$ cat src/rtl/bin2sseg_fmt.sv
// Sequential double-dabble binary-to-BCD converter (0..9999) with formatted
// seven-segment outputs: leading-zero blanking, decimal point and overflow dashes.
module bin2sseg_fmt #(
  parameter bit ACTIVE_LOW = 1'b1
) (
  input  logic        clk,
  input  logic        reset,
  input  logic        start,
  input  logic [13:0] bin,
  input  logic        blank_lz,
  input  logic        dp_en,
  input  logic [1:0]  dp_pos,
  output logic        ready,
  output logic        done_tick,
  output logic        overflow,
  output logic [7:0]  led3,
  output logic [7:0]  led2,
  output logic [7:0]  led1,
  output logic [7:0]  led0
);

  localparam logic [13:0] MAX_VAL  = 14'd9999;
  localparam logic [7:0]  LED_OFF  = ACTIVE_LOW ? 8'hFF : 8'h00;
  localparam logic [7:0]  LED_DASH = ACTIVE_LOW ? 8'hBF : 8'h40;

  typedef enum logic [1:0] {
    IDLE,
    OP,
    DONE
  } state_t;

  state_t      state_reg, state_next;
  logic [13:0] shift_reg;
  logic [14:0] bcd_reg;
  logic [3:0]  n_reg;
  logic        blank_reg;
  logic        dp_en_reg;
  logic [1:0]  dp_pos_reg;
  logic        overflow_reg;
  logic [7:0]  led_reg [4];

  logic [11:0] bcd_adj;
  logic [15:0] bcd_next;
  logic [3:0]  dp_here;
  logic [3:0]  blank;
  logic [7:0]  led_enc [4];

  function automatic logic [6:0] seg_code(input logic [3:0] d);
    case (d)
      4'd0:    seg_code = 7'h40;
      4'd1:    seg_code = 7'h79;
      4'd2:    seg_code = 7'h24;
      4'd3:    seg_code = 7'h30;
      4'd4:    seg_code = 7'h19;
      4'd5:    seg_code = 7'h12;
      4'd6:    seg_code = 7'h02;
      4'd7:    seg_code = 7'h78;
      4'd8:    seg_code = 7'h00;
      4'd9:    seg_code = 7'h10;
      default: seg_code = 7'h7F;
    endcase
  endfunction

  always_ff @(posedge clk or posedge reset) begin
    if (reset) state_reg <= IDLE;
    else       state_reg <= state_next;
  end

  always_comb begin
    state_next = state_reg;
    case (state_reg)
      IDLE: if (start) state_next = (bin > MAX_VAL) ? DONE : OP;
      OP:   if (n_reg == 4'd0) state_next = DONE;
      DONE: state_next = IDLE;
      default: state_next = IDLE;
    endcase
  end

  always_comb begin
    ready     = (state_reg == IDLE);
    done_tick = (state_reg == DONE);
  end

  // The thousands nibble holds at most 4 before the final shift (input <= 9999),
  // so it never needs the +3 correction and its top bit stays zero.
  always_comb begin
    bcd_adj = bcd_reg[11:0];
    for (int unsigned i = 0; i < 3; i++) begin
      if (bcd_reg[4*i +: 4] > 4'd4) bcd_adj[4*i +: 4] = bcd_reg[4*i +: 4] + 4'd3;
    end
    bcd_next = {bcd_reg[14:12], bcd_adj, shift_reg[13]};
  end

  // Blanking scans from the most-significant digit and stops at a non-zero
  // digit or at the digit that carries the decimal point.
  always_comb begin
    for (int unsigned i = 0; i < 4; i++) begin
      dp_here[i] = dp_en_reg && (dp_pos_reg == 2'(i));
    end
    blank[3] = blank_reg && (bcd_next[15:12] == 4'd0) && !dp_here[3];
    blank[2] = blank[3]  && (bcd_next[11:8]  == 4'd0) && !dp_here[2];
    blank[1] = blank[2]  && (bcd_next[7:4]   == 4'd0) && !dp_here[1];
    blank[0] = 1'b0;
    for (int unsigned i = 0; i < 4; i++) begin
      led_enc[i] = blank[i] ? 8'hFF : {~dp_here[i], seg_code(bcd_next[4*i +: 4])};
      if (!ACTIVE_LOW) led_enc[i] = ~led_enc[i];
    end
  end

  always_ff @(posedge clk or posedge reset) begin
    if (reset) begin
      shift_reg    <= '0;
      bcd_reg      <= '0;
      n_reg        <= '0;
      blank_reg    <= 1'b0;
      dp_en_reg    <= 1'b0;
      dp_pos_reg   <= '0;
      overflow_reg <= 1'b0;
      for (int unsigned i = 0; i < 4; i++) led_reg[i] <= LED_OFF;
    end else begin
      case (state_reg)
        IDLE: begin
          if (start) begin
            shift_reg  <= bin;
            bcd_reg    <= '0;
            n_reg      <= 4'd13;
            blank_reg  <= blank_lz;
            dp_en_reg  <= dp_en;
            dp_pos_reg <= dp_pos;
            if (bin > MAX_VAL) begin
              overflow_reg <= 1'b1;
              for (int unsigned i = 0; i < 4; i++) led_reg[i] <= LED_DASH;
            end else begin
              overflow_reg <= 1'b0;
            end
          end
        end
        OP: begin
          shift_reg <= {shift_reg[12:0], 1'b0};
          bcd_reg   <= bcd_next[14:0];
          n_reg     <= n_reg - 4'd1;
          if (n_reg == 4'd0) begin
            for (int unsigned i = 0; i < 4; i++) led_reg[i] <= led_enc[i];
          end
        end
        default: ;
      endcase
    end
  end

  assign overflow = overflow_reg;
  assign led3     = led_reg[3];
  assign led2     = led_reg[2];
  assign led1     = led_reg[1];
  assign led0     = led_reg[0];

endmodule

$ cat config.mk
export PLATFORM = sky130hd
export DESIGN_NAME = bin2sseg_fmt
export DESIGN_NICKNAME = d
export VERILOG_FILES = /design/src/rtl/bin2sseg_fmt.sv
export SDC_FILE = /design/constraint.sdc
export NUM_CORES = 1
export LEC_CHECK = 0
export CORE_MARGIN = 4
export CORE_UTILIZATION = 30
export DETAILED_ROUTE_END_ITERATION = 10
export GPL_TIMING_DRIVEN = 1
export PLACE_DENSITY_LB_ADDON = 0.1
export SYNTH_ARGS = -nofsm -noshare
export SYNTH_HDL_FRONTEND = slang
export SYNTH_SLANG_ARGS = --single-unit
$ cat constraint.sdc
create_clock -name clk -period 2.87 [get_ports clk]
set_input_delay 0.574 -clock clk [delete_from_list [all_inputs] [get_ports clk]]
set_output_delay 0.574 -clock clk [all_outputs]
set_load 0.01 [all_outputs]
# Word level (Yosys, flattened, before mapping)
# Memories as Yosys holds them, arrays and structs flattened.
# Index checks and enable logic that the tools add are counted.
word_totals:
  regBits: 72
  romBits: 448
  input_bits: 21
  output_inout_bits: 35
  memories: 4
op_classes:
  n_addsub: 4
  magnitude_cmp: 4
  n_eq_ne: 8
  n_mux: 21
  bitwise_logic: 4
  reduce_logical: 24
memory_table:
  columns: ["memory", "depth", "width", "read_ports", "rd_ports_with_merged_regs", "wr", "line", "text"]
  rows:
  - ["(name not given)", 16, 7, 1, 0, 0, "49", "case (d)"]
  - ["(name not given)", 16, 7, 1, 0, 0, "49", null]
  - ["(name not given)", 16, 7, 1, 0, 0, "49", null]
  - ["(name not given)", 16, 7, 1, 0, 0, "49", null]
ops:
  columns: ["operator", "n"]
  rows:
  - ["32-bit two-way mux", 3]
  - ["32-bit case mux with 2 select lines", 1]
  - ["15-bit case mux with 2 select lines", 1]
  - ["14-bit case mux with 2 select lines", 1]
  - ["8-bit two-way mux", 3]
  - ["4-bit zero test", 4]
  - ["4-bit two-way mux", 4]
  - ["15-bit two-way mux", 1]
  - ["14-bit greater-than comparator, second input constant", 1]
  - ["14-bit two-way mux", 1]
  - ["4-bit by 2-bit adder with 4-bit output, second input constant", 3]
  - ["4-bit by 3-bit greater-than comparator with 1-bit output, second input constant", 3]
  - ["1-bit logical AND", 10]
  - ["4-bit case mux with 2 select lines", 1]
  - ["2-bit equality test, second input constant", 3]
  - ["2-bit two-way mux", 3]
  - ["2-bit AND reduction", 3]
  - ["2-bit by 1-bit equality test with 1-bit output, second input constant", 2]
  - ["2-bit zero test", 2]
  - ["2-bit inequality test, second input constant", 2]
  - ["1-bit NOT", 4]
  - ["2-bit case mux with 2 select lines", 1]
  - ["4-bit AND reduction", 1]
  - ["4-bit by 1-bit subtractor with 4-bit output, second input constant", 1]
  - ["4 further kinds", 6]

# Longest topological paths before layout
# Gate-level depths: netlist (run 1).
depth:
  word_depth: 12
  ltp_mapped: 10

# Worst setup path before layout (run 1)
# Ideal clock, no wire load.
synth_path:
  path_kind: "flip-flop to flip-flop"
  from: "reg bcd_reg[9]"
  to: "reg led_reg, in the netlist led1[6]"
  setup_time_ps: 75
  arrival_ps: 2308
  setup_slack_ps: 487
  path_stages_with_launch: 11
  n_path_buf: 0
  path_cell_list: "dfrtp_1 > inv_1 > ha_1 > and2b_1 > or3_1 > nand2_1 > ha_1 > and3_4 > o21ai_2 > or3_4 > o211ai_2"
synth_via:
  elab_chain_len: 12
  word_cells_on_any_way: 14
synth_lines:
  columns: ["item", "line", "text"]
  rows:
  - ["start, declared", "34", "logic [14:0] bcd_reg;"]
  - ["start signal, assigned", "140", "bcd_reg <= bcd_next[14:0];"]
  - ["4-bit by 2-bit adder with 4-bit output or 4-bit by 3-bit greater-than comparator with 1-bit output (tied branches)", "89", "if (bcd_reg[4*i +: 4] > 4'd4) bcd_adj[4*i +: 4] = bcd_reg[4*i +: 4] + 4'd3;"]
  - ["4-bit two-way mux (*)", "89", null]
  - ["4-bit zero test", "100", "blank[3] = blank_reg && (bcd_next[15:12] == 4'd0) && !dp_here[3];"]
  - ["1-bit logical AND (2 in series)", "100", null]
  - ["1-bit logical AND (*) (2 in series)", "101", "blank[2] = blank[3] && (bcd_next[11:8] == 4'd0) && !dp_here[2];"]
  - ["1-bit logical AND (*) (2 in series)", "102", "blank[1] = blank[2] && (bcd_next[7:4] == 4'd0) && !dp_here[1];"]
  - ["8-bit two-way mux (*)", "105", "led_enc[i] = blank[i] ? 8'hFF : {~dp_here[i], seg_code(bcd_next[4*i +: 4])};"]
  - ["32-bit two-way mux (*)", "142", "if (n_reg == 4'd0) begin"]
  - ["32-bit case mux with 2 select lines (*)", "121", "case (state_reg)"]
  - ["end, declared", "40", "logic [7:0] led_reg [4];"]
# Mark *: on every way between the ends. The rest lies on a longest branch, timed or not. The select of a mux whose other input is x is not followed.
# A chain may end at the register's enable or synchronous reset.

# Worst setup path after layout (run 1)
layout_path:
  from: "reg bcd_reg[9]"
  to: "reg led_reg, in the netlist led1[5]"
# The elaborated chain is that of the path after synthesis.

==> results of run 1 <==
## kinds of logic after synthesis
group,count (synthesis)
XOR/XNOR,7
buffers and inverters,43
flip-flops,72
AND/OR/NAND/NOR,173
adder cells (fa/ha/maj),22
multiplexers,8
AO/OA/AOI/OAI,123
## through the flow
step,std cells,total power [uW],hold slack (ns)
after CTS,681,6440,0.469
after detailed placement,665,5280,0.461
final,681,6370,0.465
after floorplan,448,4210,0.438
after global routing,681,6930,0.505
after global placement,665,5270,0.460
## power groups by stage
stage | Clock [uW] | Sequential [uW] | Combinational [uW]
floorplan | 0 | 1950 | 2260
global placement | 0 | 1990 | 3280
detailed placement | 0 | 2000 | 3280
CTS | 1150 | 1990 | 3300
global route | 1210 | 2050 | 3670
finish | 1120 | 1980 | 3270
## area by class of cell
type | instances | area (um2)
Clock buffer | 12 | 246
Clock inverter | 4 | 45.0
Fill cell | 1379 | 8210
Inverter | 21 | 78.8
Multi-Input combinational cell | 333 | 2130
Sequential cell | 72 | 1840
Tap cell | 176 | 220
Timing Repair Buffer | 63 | 623
## path summary, 6_finish.rpt
| kind | to | cells after the start |
|---|---|---|
| max | led1[5]$_DFFE_PP1P_ | 10 |
| min | led0[6]$_DFFE_PP1P_ | 2 |
| max reg2reg | led1[5]$_DFFE_PP1P_ | 10 |
| min reg2reg | led0[6]$_DFFE_PP1P_ | 2 |
| max in group asynchronous | led1[4]$_DFFE_PP1P_ | 3 |
| min in group asynchronous | bcd_reg[10]$_DFFE_PP0P_ | 3 |
## worst register-to-register path: cells and delay by family (launching register included)
| family | cells | cell delay [ns] |
|---|---|---|
| AND/OR/NAND/NOR | 4 | 0.98 |
| AO/OA/AOI/OAI | 3 | 0.69 |
| flip-flops | 1 | 0.43 |
| adder cells (fa/ha/maj) | 2 | 0.41 |
| buffers and inverters | 1 | 0.10 |
## layout by cell type (no fill, tap or decap), types with 3 or more instances in the layout
cell type                         synthesis  routed
sky130_fd_sc_hd__inv_1                   18      17
sky130_fd_sc_hd__dfstp_2                 32      32
sky130_fd_sc_hd__nand2_1                 70      70
sky130_fd_sc_hd__nor2b_1                  5       5
sky130_fd_sc_hd__and2_1                   3       3
sky130_fd_sc_hd__ha_1                    22      22
sky130_fd_sc_hd__a31oi_1                 21      21
sky130_fd_sc_hd__xnor2_1                  4       3
sky130_fd_sc_hd__inv_2                    3       4
sky130_fd_sc_hd__o22a_1                  12      12
sky130_fd_sc_hd__buf_4                    1       7
sky130_fd_sc_hd__clkdlybuf4s50_1          0      55
sky130_fd_sc_hd__o21a_1                   5       5
sky130_fd_sc_hd__nor2_1                  40      40
sky130_fd_sc_hd__dfrtp_1                 40      40
sky130_fd_sc_hd__mux2i_1                  6       6
sky130_fd_sc_hd__nor3b_1                  3       3
sky130_fd_sc_hd__or3_1                    4       4
sky130_fd_sc_hd__nand3_1                 23      23
sky130_fd_sc_hd__nor3_1                   4       4
sky130_fd_sc_hd__a211oi_1                 3       3
sky130_fd_sc_hd__nand2b_1                 5       4
sky130_fd_sc_hd__and2b_1                  3       3
sky130_fd_sc_hd__clkbuf_16                0       9
sky130_fd_sc_hd__o31ai_1                  3       3
sky130_fd_sc_hd__a21oi_1                 15      15
sky130_fd_sc_hd__o21ai_0                 29      29
sky130_fd_sc_hd__o21ai_1                  8       8
sky130_fd_sc_hd__clkinv_2                 0       3
sky130_fd_sc_hd__o221a_1                  3       3
## metal layers
layer	routed length [um]	share of wire, %	global-route usage, %
met1	5000	48	18.6
met3	477	4.5	3.33
met4	136	1.3	4.21
met5	0	0	0
met2	4880	47	21.5
## repair_timing
item | CTS | global route
resized for setup | 0 | 1
setup endpoints to repair | 0 | 1
buffers inserted | 0 | 0
==> results.cfg, run 1 <==
[synthesis]
synth.mux.area_fraction_pct = 1.99
yosysSeqAreaShare_pct = 44.5
synthTopCellsByCount = 70 x sky130_fd_sc_hd__nand2_1, 40 x sky130_fd_sc_hd__dfrtp_1, 40 x sky130_fd_sc_hd__nor2_1
fraction_of_registers_with_async_set_or_reset_after_synthesis_pct = 100
synth.top_cells.by_area = sky130_fd_sc_hd__dfrtp_1 24%, sky130_fd_sc_hd__dfstp_2 20%, sky130_fd_sc_hd__ha_1 6.6%
synth_flop_cell = sky130_fd_sc_hd__dfrtp_1
dominant_combinational_cell_family_by_area_after_synthesis = compound AO/OA/AOI/OAI gates
synth-compound-area-share_pct = 20.8
synth_cell_types = 64
avgSynthCellArea_um2 = 9.25
syn-instance-count = 448
synth.yosys.warnings = 0
cell_with_the_most_instances_after_synthesis = sky130_fd_sc_hd__nand2_1
synth.ff_latch_count = 72
synth_largest_area_cell = sky130_fd_sc_hd__dfrtp_1
synthSimpleGateAreaFrac_pct = 19.9
netlist.area_leader.share_pct = 24.2
syn_area_um2 = 4140
synth_xor_xnor_area_share_pct = 1.81
post_synth_edffs = 0
synth_fp_nets = 491
synth_adder_area_share_pct = 6.64

[finish]
area_growth_syn_to_layout_pct = 25.2
finish.instance_area_um2 = 5190
postLayoutCoreUtil_pct = 38.7
drive_gt1_share_pct = 14.9
max_reg_flops = 15
antenna_cells_inserted = 0
finish.net_count = 543

[setup_path]
critical_path_class = flip-flop to flip-flop
path_cells = inv_1 > ha_1 > and2b_1 > or3_1 > nand2_1 > ha_1 > and3_4 > o21ai_2 > o311ai_4 > o22a_1
setup.reg_to_reg.worst_slack_ns = 0.19
startpoint_type = flip-flop
endpoint_kind_of_the_worst_setup_timing_path = flip-flop
cp_max_fo = 6
worstPathBufferInverterCount = 1
critical_path.most_common_cell = sky130_fd_sc_hd__ha_1
worst_r2r_startpoint = bcd_reg[9]$_DFFE_PP0P_
critPathLaunch = bcd_reg[9]$_DFFE_PP0P_
cp_slowest_cell = sky130_fd_sc_hd__dfrtp_1
worst-endpoint-required_ns = 3.15
critPathMaxStageDelay_ns = 0.43
timing.critical_path.max_delay_family = simple AND/OR/NAND/NOR gates
arrival_ns = 2.95

[clock_network]
cts_hold_repair.buffers = 0
clock_tree.htree_level_count = 3
tritoncts = yes
cts_num_sinks = 72
post_cts_clock_slew_at_the_launch_and_capture_registers_of_the_worst_setup_and_hold_paths_ns = 0.06
cts-root-to-sink-buffers = 2
cts_root_buffer = sky130_fd_sc_hd__clkbuf_16
tritoncts.num_buffers = 9
clk_latency_ns = 0.34

[grt]
grt_first_pass_wirelength_mm = 17.2
antenna_violations_before_repair = 0
grt_start_max_net_pins = 73
all_layer_global_routing_usage_pct = 13.6
grt.overflow.total = 0
grt_pass1_vias = 3348

[sta]
timing.final.ws_setup_ns = 0.193
transition_at_the_pin_with_the_smallest_max_transition_slack_ns = 0.668
clock-skew-final_ns = 0.00766
setup-violations-final = 0
fmax_ghz = 0.374
final-hold-violation-count = 0
worst_slew_margin_rel_pct = 55.4
post_layout_min_period_ns = 2.68
final.period_utilization_pct = 93.3
final_max_slew_viol_count = 0
grt_setup_unrepaired = false
setup_tns_ns = 0

[power]
power_internal_uw = 3720
power.leakage_uw = 0.00216
power_density_nw_per_um2 = 1230
sequentialPowerShare_pct = 31.0
combinationalPowerShare_pct = 51.4
clockPowerShare_pct = 17.6
switching_share_pct = 41.6
power.net_switching_uw = 2650
power.ir.vdd_worst_mv = 0.355

[worst_hold_path]
hp-start = led0[6]$_DFFE_PP1P_
kind_of_path_behind_the_tightest_hold_check = flip-flop to flip-flop

[floorplan]
coreArea_um2 = 13400
placementRows = 42
dieArea_um2 = 15800
chipWidth_um = 126
starting_density_of_the_core_pct = 30.9
ioPinCount = 56
dieHeight_um = 126

[drt]
vias_per_cell = 4.96
routed-via-count = 3380
detailedRoute.firstIterationViolations = 193
first_pass_detailed_route_iteration_total = 4
drc_violation_count_after_routing = 0
final_antenna_net_count = 0
wl_per_cell_um = 15.4
wirelength_mm = 10.5

[placed_design]
place.gp.congestion = 0.866
placement.io_buffers = 55
place_worst_setup_slack_ns = 0.241
placed_cell_area_um2 = 4890
place.detailed.hpwl_mm = 7.37

[job]
timing.max_cap.violations = 0

[outcome]
status = complete, no violations
No activity file was read; power rests on OpenSTA's default activity.
==> inputs of run 2 (changes only) <==
Settings changed: GPL_ROUTABILITY_DRIVEN from default to 0.
==> results.cfg, run 2 (synthesized netlist as in run 1, its figures left out) <==
[outcome]
status = complete, no violations

[finish]
finish.net_count = 545
max_reg_flops = 15
final_common_cell = sky130_fd_sc_hd__nand2_1
drive_gt1_share_pct = 15.4
commonest_cells_after_routing_fill_and_taps_aside = 70 x sky130_fd_sc_hd__nand2_1, 55 x sky130_fd_sc_hd__clkdlybuf4s50_1, 40 x sky130_fd_sc_hd__nor2_1, 40 x sky130_fd_sc_hd__dfrtp_1, 32 x sky130_fd_sc_hd__dfstp_2
post_layout_nonfiller_instances = 683
area_growth_syn_to_layout_pct = 26.7
antenna_cells_inserted = 0

[setup_path]
endpoint_of_the_lowest_slack_register_to_register_path = led1[6]$_DFFE_PP1P_
setup.reg_to_reg.worst_slack_ns = 0.19
critical_path_class = flip-flop to flip-flop
critical_path.most_common_cell = sky130_fd_sc_hd__ha_1
endpoint_kind_of_the_worst_setup_timing_path = flip-flop
critPathMaxStageDelay_ns = 0.43
arrival_ns = 2.95
startpoint_type = flip-flop
cp_max_fo = 6
worst-endpoint-required_ns = 3.14
worst_r2r_startpoint = bcd_reg[9]$_DFFE_PP0P_
cells_on_worst_reg2reg_path = 10
path_cells = inv_1 > ha_1 > and2b_1 > or3_1 > nand2_1 > ha_1 > and3_4 > o21ai_2 > or3_4 > o211ai_2
cp_slowest_cell = sky130_fd_sc_hd__dfrtp_1

[sta]
clock-skew-final_ns = 0.00480
fmax_ghz = 0.373
setup-violations-final = 0
final-hold-violation-count = 0
final.period_utilization_pct = 93.4
final_max_slew_viol_count = 0
transition_at_the_pin_with_the_smallest_max_transition_slack_ns = 0.657
worst_hold_slack_ns = 0.463
grt_setup_unrepaired = false
timing.final.ws_setup_ns = 0.190
worst_slew_margin_rel_pct = 56.2
setup_tns_ns = 0
post_layout_min_period_ns = 2.68

[clock_network]
clk_latency_ns = 0.34
cts_num_sinks = 72
clock_tree.htree_level_count = 3
cts-root-to-sink-buffers = 2
tritoncts = yes
cts_root_buffer = sky130_fd_sc_hd__clkbuf_16
setup_fix_bufs_post_cts = 0
cts-resized-gates = 0
cts_hold_repair.buffers = 0
post_cts_clock_slew_at_the_launch_and_capture_registers_of_the_worst_setup_and_hold_paths_ns = 0.06
tritoncts.num_buffers = 9

[power]
pwr_total_uw = 6560
power.leakage_uw = 0.00219
power_density_nw_per_um2 = 1250
power.ir.vdd_worst_mv = 0.412

[floorplan]
coreArea_um2 = 13400
placementRows = 42
chipWidth_um = 126
dieArea_um2 = 15800
dieHeight_um = 126
ioPinCount = 56
starting_density_of_the_core_pct = 30.9

[worst_hold_path]
hp-start = led0[6]$_DFFE_PP1P_
kind_of_path_behind_the_tightest_hold_check = flip-flop to flip-flop
holdPathStages = 2
worst_hold_endpoint = led0[6]$_DFFE_PP1P_

[placed_design]
place_worst_setup_slack_ns = 0.206
numPlacedInstances = 667
place.detailed.hpwl_mm = 7.56
placement.io_buffers = 55

[grt]
grt_first_pass_wirelength_mm = 17.8
all_layer_global_routing_usage_pct = 14.0
grt_pass1_vias = 3486
antenna_violations_before_repair = 0
grt_start_max_net_pins = 39
grt.overflow.total = 0

[drt]
drc_violation_count_after_routing = 0
final_antenna_net_count = 0
wl_per_cell_um = 15.4
first_pass_detailed_route_iteration_total = 4
detailedRoute.firstIterationViolations = 182
vias_per_cell = 5.09
wirelength_mm = 10.5
routed-via-count = 3475

[job]
timing.max_cap.violations = 0
[run 2: how the worst max path moves through the flow]
stage | to | slack (ns) | cells past startpoint | startpoint
4_1_cts | led1[3]$_DFFE_PP1P_ | 0.18 | 10 | bcd_reg[4]$_DFFE_PP0P_
3_3_place_gp | led1[3]$_DFFE_PP1P_ | 0.24 | 10 | bcd_reg[4]$_DFFE_PP0P_
5_1_grt | led1[2]$_DFFE_PP1P_ | 0.01 | 10 | bcd_reg[9]$_DFFE_PP0P_
6_report | led1[6]$_DFFE_PP1P_ | 0.19 | 10 | bcd_reg[9]$_DFFE_PP0P_
3_5_place_dp | led1[1]$_DFFE_PP1P_ | 0.21 | 10 | bcd_reg[9]$_DFFE_PP0P_
2_1_floorplan | led1[6]$_DFFE_PP1P_ | 0.49 | 10 | bcd_reg[9]$_DFFE_PP0P_
[run 2: cell type report]
type                            count  area (um2)
Inverter                           21        78.8
Fill cell                        1357        8150
Sequential cell                    72        1840
Multi-Input combinational cell    333        2130
Clock inverter                      6         108
Timing Repair Buffer               65         638
Tap cell                          176         220
Clock buffer                       10         229
[run 2: critical path, delay by kind of cell (launching register included)]
family	cells	cell delay (ns)
AOI/OAI and AO/OA	2	0.24
adders and majority gates	2	0.43
buffers and inverters	1	0.10
DFF	1	0.43
and+or+nand+nor	5	1.39
[run 2: stage by stage]
| stage | area, um2 | util, % |
|---|---|---|
| finish | 5250 | 39.2 |
| global placement | 4900 | 36.6 |
| detailed placement | 4900 | 36.6 |
| floorplan | 4140 | - |
| CTS | 5240 | 39.1 |
| global route | 5250 | 39.2 |
[run 2: metal layers]
metal | vias up | share of wire, % | global-route usage, %
li1 | 1700 | - | -
met1 | 1676 | 47 | 18.4
met3 | 21 | 4.1 | 3.92
met5 | - | 0 | 0
met4 | 0 | 2.9 | 6.12
met2 | 78 | 46 | 21.6
[run 2: power by group]
group | leakage, uW | switching [uW] | internal [uW] | total (uW)
Combinational | 0.00121 | 1830 | 1450 | 3290
Sequential | 0.000816 | 409 | 1580 | 1980
Clock | 0.000162 | 440 | 846 | 1290
==> inputs of run 3 (changes only) <==
Settings changed: CTS_BUF_LIST from default to sky130_fd_sc_hd__clkbuf_8.
==> results.cfg, run 3 (synthesized netlist as in run 1, its figures left out) <==
[finish]
max_reg_flops = 15
area_growth_syn_to_layout_pct = 24.2
final_common_cell = sky130_fd_sc_hd__nand2_1
post_layout_nonfiller_instances = 683
finish.net_count = 545
commonest_cells_after_routing_fill_and_taps_aside = 70 x sky130_fd_sc_hd__nand2_1, 55 x sky130_fd_sc_hd__clkdlybuf4s50_1, 40 x sky130_fd_sc_hd__nor2_1, 40 x sky130_fd_sc_hd__dfrtp_1, 32 x sky130_fd_sc_hd__dfstp_2
antenna_cells_inserted = 0
drive_gt1_share_pct = 15.4

[power]
combinationalPowerShare_pct = 52.7
power.net_switching_uw = 2630
clockPowerShare_pct = 15.6
switching_share_pct = 42.3
sequentialPowerShare_pct = 31.8
power_density_nw_per_um2 = 1210
power_internal_uw = 3600
power.leakage_uw = 0.00214
power.ir.vdd_worst_mv = 0.412

[sta]
final.period_utilization_pct = 93.3
setup_tns_ns = 0
final-hold-violation-count = 0
worst_slew_margin_rel_pct = 56.2
fmax_ghz = 0.373
final_max_slew_viol_count = 0
transition_at_the_pin_with_the_smallest_max_transition_slack_ns = 0.658
setup-violations-final = 0
grt_setup_unrepaired = false
clock-skew-final_ns = 0.00495
post_layout_min_period_ns = 2.68

[drt]
wl_per_cell_um = 15.3
final_antenna_net_count = 0
drc_violation_count_after_routing = 0
wirelength_mm = 10.5
vias_per_cell = 5.09
detailedRoute.firstIterationViolations = 179
first_pass_detailed_route_iteration_total = 4
routed-via-count = 3476

[setup_path]
critical_path.most_common_cell = sky130_fd_sc_hd__ha_1
critPathMaxStageDelay_ns = 0.44
endpoint_of_the_lowest_slack_register_to_register_path = led1[6]$_DFFE_PP1P_
path_cells = inv_1 > ha_1 > and2b_1 > or3_1 > nand2_1 > ha_1 > and3_4 > o21ai_2 > or3_4 > o211ai_2
worst-endpoint-required_ns = 3.16
cells_on_worst_reg2reg_path = 10
cp_slowest_cell = sky130_fd_sc_hd__dfrtp_1
critical_path_class = flip-flop to flip-flop
endpoint_kind_of_the_worst_setup_timing_path = flip-flop
worst_r2r_startpoint = bcd_reg[9]$_DFFE_PP0P_
cp_max_fo = 6
arrival_ns = 2.97
startpoint_type = flip-flop
setup.reg_to_reg.worst_slack_ns = 0.19

[worst_hold_path]
hp-start = led0[6]$_DFFE_PP1P_
kind_of_path_behind_the_tightest_hold_check = flip-flop to flip-flop
holdPathStages = 2
worst_hold_endpoint = led0[6]$_DFFE_PP1P_

[placed_design]
numPlacedInstances = 667
place.detailed.hpwl_mm = 7.56
placement.io_buffers = 55

[outcome]
status = complete, no violations

[floorplan]
starting_density_of_the_core_pct = 30.9
chipWidth_um = 126
placementRows = 42
dieArea_um2 = 15800
ioPinCount = 56
coreArea_um2 = 13400
dieHeight_um = 126

[grt]
grt_pass1_vias = 3480
grt_start_max_net_pins = 39
grt.overflow.total = 0
all_layer_global_routing_usage_pct = 13.9
antenna_violations_before_repair = 0
grt_first_pass_wirelength_mm = 17.7

[clock_network]
clock_tree.htree_level_count = 3
cts_hold_repair.buffers = 0
cts-resized-gates = 0
setup_fix_bufs_post_cts = 0
post_cts_clock_slew_at_the_launch_and_capture_registers_of_the_worst_setup_and_hold_paths_ns = 0.08
clk_latency_ns = 0.36
tritoncts = yes
cts_num_sinks = 72
cts_root_buffer = sky130_fd_sc_hd__clkbuf_8
cts-root-to-sink-buffers = 2
tritoncts.num_buffers = 9

[job]
timing.max_cap.violations = 0
## run 3: cell count changes in the layout (fill, tap and decap cells not counted), sizes merged
cell and delta:
inv +1, clkbuf -1
## run 3: area by class of cell
cell class	instances	area, um2
fillers	1376	8250
repair buffers	65	638
well taps	176	220
multi-input cells	333	2130
flip-flops and latches	72	1840
inverters	21	78.8
clock buffers	9	124
clock inverters	7	111
## run 3: metrics by stage
stage / utilization, % / setup WS (ns) / hold WS, ns / instance area, um2 / power (uW)
after floorplan: - / 0.487 / 0.438 / 4140 / 4210
after global placement: 36.6 / 0.235 / 0.462 / 4900 / 5260
after detailed placement: 36.6 / 0.206 / 0.462 / 4900 / 5280
after CTS: 38.3 / 0.175 / 0.473 / 5140 / 6290
after global routing: 38.4 / 0.00384 / 0.498 / 5150 / 6800
final: 38.4 / 0.191 / 0.467 / 5150 / 6230
## run 3: per-layer routing
layer  global-route usage (%)  vias to the layer above  routed length, um  share of wire, %
met4                     5.23                        0                269               2.6
met2                     21.6                       82               4830                46
met1                     18.5                     1675               4890                47
met3                     3.88                       15                480               4.6
li1                         -                     1704                  -                 -
met5                        0                        -                  0                 0
## run 3: worst max-delay path by stage
stage | start | endpoint | slack (ns) | cells after the start
final | bcd_reg[9]$_DFFE_PP0P_ | led1[6]$_DFFE_PP1P_ | 0.19 | 10
after global routing | bcd_reg[9]$_DFFE_PP0P_ | led1[2]$_DFFE_PP1P_ | 0.004 | 10
after CTS | bcd_reg[4]$_DFFE_PP0P_ | led1[3]$_DFFE_PP1P_ | 0.18 | 10
after detailed placement | bcd_reg[9]$_DFFE_PP0P_ | led1[1]$_DFFE_PP1P_ | 0.21 | 10
after global placement | bcd_reg[4]$_DFFE_PP0P_ | led1[3]$_DFFE_PP1P_ | 0.24 | 10
after floorplan | bcd_reg[9]$_DFFE_PP0P_ | led1[6]$_DFFE_PP1P_ | 0.49 | 10
## run 3: power by group through the flow
| stage | Combinational (uW) | Clock, uW | Sequential, uW |
|---|---|---|---|
| after CTS | 3290 | 1010 | 1990 |
| after global placement | 3270 | 0 | 1990 |
| after global routing | 3690 | 1050 | 2060 |
| after detailed placement | 3280 | 0 | 2000 |
| after floorplan | 2260 | 0 | 1950 |
| final | 3280 | 969 | 1980 |
## run 3: critical path: cells and delay by family (launching register included)
family                   cells  cell delay [ns]
AND/OR/NAND/NOR              5             1.39
flip-flops                   1             0.44
adder cells (fa/ha/maj)      2             0.43
AO/OA/AOI/OAI                2             0.24
buffers and inverters        1             0.10
